File: config.mk
export PLATFORM = sky130hd
export DESIGN_NAME = fir_mac_sched_flat
export DESIGN_NICKNAME = d
export VERILOG_FILES = /design/src/rtl/fir_mac_sched_if.sv /design/src/rtl/fir_mac_sched.sv /design/src/flat_wrapper.sv
export SDC_FILE = /design/constraint.sdc
export NUM_CORES = 2
export LEC_CHECK = 0
export ABC_AREA = 1
export BUFFER_PORTS_ARGS = -buffer_cell sky130_fd_sc_hd__buf_4
export CORE_MARGIN = 4
export CORE_UTILIZATION = 40
export CTS_CLUSTER_DIAMETER = 100
export DETAILED_ROUTE_END_ITERATION = 12
export RECOVER_POWER = 100
export SYNTH_ARGS = -nofsm -noshare
export SYNTH_HDL_FRONTEND = slang
export SYNTH_SLANG_ARGS = --single-unit
File: constraint.sdc
create_clock -name clk -period 13.4 [get_ports clk]
set_input_delay 2.68 -clock clk [delete_from_list [all_inputs] [get_ports clk]]
set_output_delay 2.68 -clock clk [all_outputs]
set_load 0.05 [all_outputs]
File: src/rtl/fir_mac_sched_if.sv
`default_nettype none
// ============================================================================
// Module   : fir_mac_sched_if
// Purpose  : Sample-in, result-out and coefficient-port bundle of fir_mac_sched.
// Revision : 1.0 - initial release
// ============================================================================
interface fir_mac_sched_if #(
    parameter int WIDTH_H = 5,
    parameter int WIDTH_W = 20,
    parameter int LOG_N   = 5
);
    localparam int c_dw = WIDTH_H + WIDTH_W;

    logic                    data_i_en;
    logic                    data_i_rdy;
    logic signed [c_dw-1:0]  data_i;
    logic                    data_o_en;
    logic signed [c_dw-1:0]  data_o;
    logic                    coef_we;
    logic        [LOG_N:0]   coef_addr;
    logic signed [c_dw-1:0]  coef_data;
    logic                    coef_err;
    logic                    clear;
    logic                    busy;

    modport master (
        output data_i_en, data_i, coef_we, coef_addr, coef_data, clear,
        input  data_i_rdy, data_o_en, data_o, coef_err, busy
    );

    modport slave (
        input  data_i_en, data_i, coef_we, coef_addr, coef_data, clear,
        output data_i_rdy, data_o_en, data_o, coef_err, busy
    );
endinterface
`default_nettype wire

File: src/rtl/fir_mac_sched.sv
`default_nettype none
// ============================================================================
// Module   : fir_mac_sched
// Purpose  : Time-multiplexed FIR; one shared MAC walks the N+1 taps per sample.
// Revision : 1.0 - initial release
// ============================================================================
module fir_mac_sched #(
    parameter int WIDTH_H = 5,
    parameter int WIDTH_W = 20,
    parameter int N       = 32,
    parameter int LOG_N   = 5
) (
    input  wire              clk,
    input  wire              rst,
    fir_mac_sched_if.slave   bus
);
    localparam int c_dw = WIDTH_H + WIDTH_W;
    localparam int c_pw = 2 * c_dw;
    localparam int c_aw = LOG_N + 1;

    localparam logic [c_aw-1:0] c_last  = c_aw'(N);
    localparam logic [c_aw-1:0] c_taps  = c_aw'(N + 1);
    localparam logic [c_aw-1:0] c_inc   = c_aw'(1);

    localparam logic [1:0] c_idle = 2'd0;
    localparam logic [1:0] c_mac  = 2'd1;
    localparam logic [1:0] c_done = 2'd2;

    logic [1:0]                r_state;
    logic [1:0]                w_state_nxt;
    logic [N:0][c_dw-1:0]      r_hist;
    logic [N:0][c_dw-1:0]      r_coef;
    logic [c_aw-1:0]           r_wr_ptr;
    logic [c_aw-1:0]           r_k;
    logic [c_aw-1:0]           w_idx;
    logic signed [c_dw-1:0]    r_acc;
    logic signed [c_dw-1:0]    r_data_o;
    logic                      r_coef_err;
    logic signed [c_dw-1:0]    w_a;
    logic signed [c_dw-1:0]    w_b;
    logic signed [c_pw-1:0]    w_prod;
    logic signed [c_dw-1:0]    w_term;
    logic signed [c_dw-1:0]    w_acc_nxt;
    logic                      w_coef_ok;

    always_ff @(posedge clk or negedge rst) begin
        if (!rst) begin
            r_state <= c_idle;
        end else begin
            r_state <= w_state_nxt;
        end
    end

    always_comb begin
        w_state_nxt = r_state;
        case (r_state)
            c_idle:  if (bus.data_i_en) w_state_nxt = c_mac;
            c_mac:   if (r_k == c_last) w_state_nxt = c_done;
            c_done:  w_state_nxt = c_idle;
            default: w_state_nxt = c_idle;
        endcase
    end

    // History is a circular buffer of N+1 entries: newest-minus-k wraps modulo N+1.
    assign w_idx = (r_wr_ptr >= r_k) ? (r_wr_ptr - r_k) : (r_wr_ptr + c_taps - r_k);

    assign w_a       = r_hist[w_idx];
    assign w_b       = r_coef[r_k];
    assign w_prod    = c_pw'(w_a) * c_pw'(w_b);
    assign w_term    = c_dw'(w_prod >>> WIDTH_W);
    assign w_acc_nxt = r_acc + w_term;

    assign w_coef_ok = bus.coef_we && (r_state == c_idle) && (bus.coef_addr <= c_last);

    always_ff @(posedge clk or negedge rst) begin
        if (!rst) begin
            r_hist     <= '0;
            r_coef     <= '0;
            r_wr_ptr   <= '0;
            r_k        <= '0;
            r_acc      <= '0;
            r_data_o   <= '0;
            r_coef_err <= 1'b0;
        end else begin
            r_coef_err <= bus.coef_we && !w_coef_ok;
            if (w_coef_ok) begin
                r_coef[bus.coef_addr] <= bus.coef_data;
            end
            case (r_state)
                c_idle: begin
                    if (bus.data_i_en) begin
                        r_hist[r_wr_ptr] <= bus.data_i;
                        r_acc            <= '0;
                        r_k              <= '0;
                    end else if (bus.clear) begin
                        r_hist   <= '0;
                        r_wr_ptr <= '0;
                    end
                end
                c_mac: begin
                    r_acc <= w_acc_nxt;
                    r_k   <= r_k + c_inc;
                    // Result is captured on entry to DONE so it is valid with the pulse.
                    if (r_k == c_last) begin
                        r_data_o <= w_acc_nxt;
                        r_wr_ptr <= (r_wr_ptr == c_last) ? '0 : r_wr_ptr + c_inc;
                    end
                end
                default: ;
            endcase
        end
    end

    assign bus.data_i_rdy = (r_state == c_idle);
    assign bus.busy       = (r_state != c_idle);
    assign bus.data_o_en  = (r_state == c_done);
    assign bus.data_o     = r_data_o;
    assign bus.coef_err   = r_coef_err;

endmodule
`default_nettype wire

File: src/flat_wrapper.sv
// flat-port wrapper written by rule: the top's interface ports become plain ports
module fir_mac_sched_flat 
#(
    parameter int WIDTH_H = 5,
    parameter int WIDTH_W = 20,
    parameter int N       = 32,
    parameter int LOG_N   = 5
)
  (clk, rst, bus_data_i_en, bus_data_i, bus_coef_we, bus_coef_addr, bus_coef_data, bus_clear, bus_data_i_rdy, bus_data_o_en, bus_data_o, bus_coef_err, bus_busy);
  fir_mac_sched_if #(.WIDTH_H(WIDTH_H), .WIDTH_W(WIDTH_W), .LOG_N(LOG_N)) bus_i ();
  input  wire clk;
  input  wire rst;
  input wire logic [$bits(bus_i.data_i_en)-1:0] bus_data_i_en;
  input wire logic [$bits(bus_i.data_i)-1:0] bus_data_i;
  input wire logic [$bits(bus_i.coef_we)-1:0] bus_coef_we;
  input wire logic [$bits(bus_i.coef_addr)-1:0] bus_coef_addr;
  input wire logic [$bits(bus_i.coef_data)-1:0] bus_coef_data;
  input wire logic [$bits(bus_i.clear)-1:0] bus_clear;
  output wire logic [$bits(bus_i.data_i_rdy)-1:0] bus_data_i_rdy;
  output wire logic [$bits(bus_i.data_o_en)-1:0] bus_data_o_en;
  output wire logic [$bits(bus_i.data_o)-1:0] bus_data_o;
  output wire logic [$bits(bus_i.coef_err)-1:0] bus_coef_err;
  output wire logic [$bits(bus_i.busy)-1:0] bus_busy;
  assign bus_i.data_i_en = bus_data_i_en;
  assign bus_i.data_i = bus_data_i;
  assign bus_i.coef_we = bus_coef_we;
  assign bus_i.coef_addr = bus_coef_addr;
  assign bus_i.coef_data = bus_coef_data;
  assign bus_i.clear = bus_clear;
  assign bus_data_i_rdy = bus_i.data_i_rdy;
  assign bus_data_o_en = bus_i.data_o_en;
  assign bus_data_o = bus_i.data_o;
  assign bus_coef_err = bus_i.coef_err;
  assign bus_busy = bus_i.busy;
  fir_mac_sched #(.WIDTH_H(WIDTH_H), .WIDTH_W(WIDTH_W), .N(N), .LOG_N(LOG_N)) u_core (.clk(clk), .rst(rst), .bus(bus_i));
endmodule
==> metrics <==
worst slew pin tran 7.196 ns; dpl ws approximately 0.44 ns; CP Data Required Time 14.08 ns; Synth Area per Inst about 8.5 µm²; number of synthesized flops with an enable pin 0; total grt overflow 0; Clk Latency, worst-skew pair 0.87 ns; initial drt markers between 9000 and 10000; minimum clock period between 10 and 15 ns; Boundary Pins 90; initial antenna violation count 12; die footprint ~260000 µm²; die width around 500 µm; Tot GR Track Use a little over a quarter; Post-CTS Setup Repair Bufs 0; Layout Skew 0.05605 ns; syn nets approximately 13000; critical path startpoint category flip-flop; Crit. End Element flip-flop; vias per cell around 5.7; dpl cells 14570; status finished, violations left; first-pass GRT wire length approximately 530000 µm; input/output buffers 89; Synth cell types 63; final setup fails 0; Final Cell Area between 100000 and 150000 µm²; CTS tree done; final worst slack 0.5824 ns; die height just over 500 µm; Final Cycle Share between 90 and 100%; Core Region 248700 µm²; vias in the first global route about 84000; area growth from synthesis to layout 9.594%; Fmax just under 0.08 GHz; Filler Cell Count around 25000; TritonCTS Buffers ~190; Post-Layout Cell Count 14910; Final ANT Viol Nets 0; DRC errors left 0; CTS root buf clkbuf_16; failing checks capacitance limit, slew limit; Sink Count approximately 1700; H-Tree Depth 4; layout cells sized above 1 between 6 and 7%; Synth area leaders dfrtp_1 (43%), fa_1 (12%), nand2_1 (8.4%); routed wire length ~360000 µm; row count roughly 180; Max Cap Viol 74; Post-synth ARST share 100.0%; detailed-route via count around 85000; Max-slew headroom -379.7%; Pre-antenna DRT Iters 8; initial core utilization between 40% and 50%; crit-path max cell delay 0.59 ns; clk buf depth 3; Post-synth top flop dfrtp_1; Clock Pin Slew Worst Setup and Hold Paths 0.06 ns; hold crit path type flip-flop to flip-flop; Setup CP Type flip-flop to flip-flop; Final #Nets between 10000 and 15000; Most common cell on crit path nand2_1; routed len/inst ~24 µm; max-slew violation count 3172; #FFs+latches synth between 1500 and 2000; final hold viol count 0; cell taking the most area after synthesis dfrtp_1; CP Data Arrival Time 13.50 ns; register area share after synthesis a little over two fifths; post-synth top area share between 40% and 50%; post-synthesis cell count between 10000 and 15000; synthesized area about 100000 µm²; hpwl dp 227600 µm; crit-path max FO 30; Worst path slowest cell a2111oi_1; largest net degree at the start of global routing around 180; Final GP Congestion approximately 0.97; count leader, synth nand2_1; Area after DPL about 100000 µm²; yosys warns 0; Post-synth top cells nand2_1 (2235), inv_1 (1727), dfrtp_1 (1715), o21ai_0 (1378), o22ai_1 (847)
-- cell families (layout without fill, tap and decap cells) --
kind of cell,Yosys count,in the layout,share of synthesized area [%]
adders and majority gates,785,785,14.40
DFF,1715,1715,42.91
AOI/OAI and AO/OA,3239,3239,18.40
other,0,6,0
xor gates and xnor gates,61,61,0.5342
and+or+nand+nor,3277,3279,13.07
buffers and inverters,2663,2491,10.69
-- worst paths after layout --
kind	start	to	slack (ns)	cells past startpoint
hold reg to reg	u_core.r_coef[332]$_DFFE_PN0P_	u_core.r_coef[332]$_DFFE_PN0P_	0.48	2
setup / recovery	u_core.r_wr_ptr[0]$_DFFE_PN0P_	u_core.bus.data_o[23]$_DFFE_PN0P_	0.58	57
setup reg to reg	u_core.r_wr_ptr[0]$_DFFE_PN0P_	u_core.bus.data_o[23]$_DFFE_PN0P_	0.58	57
min in group asynchronous	rst	u_core.r_acc[2]$_DFFE_PN0P_	4.56	1
hold / removal	u_core.r_coef[332]$_DFFE_PN0P_	u_core.r_coef[332]$_DFFE_PN0P_	0.48	2
max in group asynchronous	rst	u_core.r_coef[29]$_DFFE_PN0P_	2.07	2
-- metrics by stage --
stage                     setup TNS [ns]  hold WS, ns  util [%]
after floorplan                        0       0.4478         -
after global placement                 0       0.4607     41.76
after detailed placement               0       0.4678     41.76
after CTS                              0       0.4819     44.23
after global routing            -0.09045       0.4960     44.08
final                                  0       0.4779     44.08
-- cells in the final DEF (no fill, tap or decap), drive strengths merged, types with 3 or more instances in the layout --
cell type,netlist,layout
o221ai,44,44
a21oi,639,639
fa,610,610
a22oi,47,47
nand2,2258,2260
clkinvlp,0,3
a221o,8,8
nor3,31,31
diode,0,6
o211ai,66,66
o21ai,1404,1404
o311ai,38,38
ha,175,175
o21a,12,12
nand3,294,294
a211oi,6,6
nor2,614,614
o22ai,847,847
dfrtp,1715,1715
nand4,67,67
o31ai,7,7
clkbuf,586,388
xnor2,32,32
buf,310,286
inv,1757,1764
bufinv,0,5
o21bai,3,3
a32oi,30,30
a31oi,42,42
a21o,5,5
xor2,29,29
a221oi,31,31
nor4,7,7
clkinv,10,45
-- state kept, by name, summed over array words and instances, names as in the netlist --
name and cells:
u_core.r_acc 25, u_core.r_state 2, u_core.r_wr_ptr 6, u_core.r_hist 825
u_core.bus.coef_err 1, u_core.r_k 6, u_core.bus.data_o 25, u_core.r_coef 825
-- layout make-up --
class / count / area, µm² / share of cell area (%)
Multi-Input combinational cell: 7364 / 46770 / 42.67
Sequential cell: 1715 / 42930 / 39.16
Inverter: 1767 / 6679 / 6.093
Clock buffer: 281 / 5534 / 5.049
Tap cell: 3330 / 4167 / 3.801
Timing Repair Buffer: 393 / 2918 / 2.662
Clock inverter: 50 / 601.8 / 0.5490
Antenna cell: 6 / 15.01 / 0.01370
-- repair_timing --
action / CTS / global route
hold buffers: 0 / 0
setup endpoints to repair: 0 / 14
gates resized for setup: 0 / 34
-- layer usage --
layer,share of wire [%],vias to the layer above,global-route usage [%]
li1,-,37550,-
met1,42,42560,37.34
met2,44,4163,41.18
met3,9.1,781,5.523
met4,4.9,4,12.01
met5,0.0070,-,0
-- worst max-delay path, delay by kind of cell, from the launching register on --
family / cells / cell delay, ns
adders and majority gates: 11 / 4.89
and+or+nand+nor: 18 / 1.95
AOI/OAI and AO/OA: 14 / 3.44
DFF: 1 / 0.48
xor gates and xnor gates: 2 / 0.39
buffers and inverters: 12 / 1.45
Power is not shown: default switching activity piles up to over one toggle a cycle in this logic, so the estimate is an artifact.
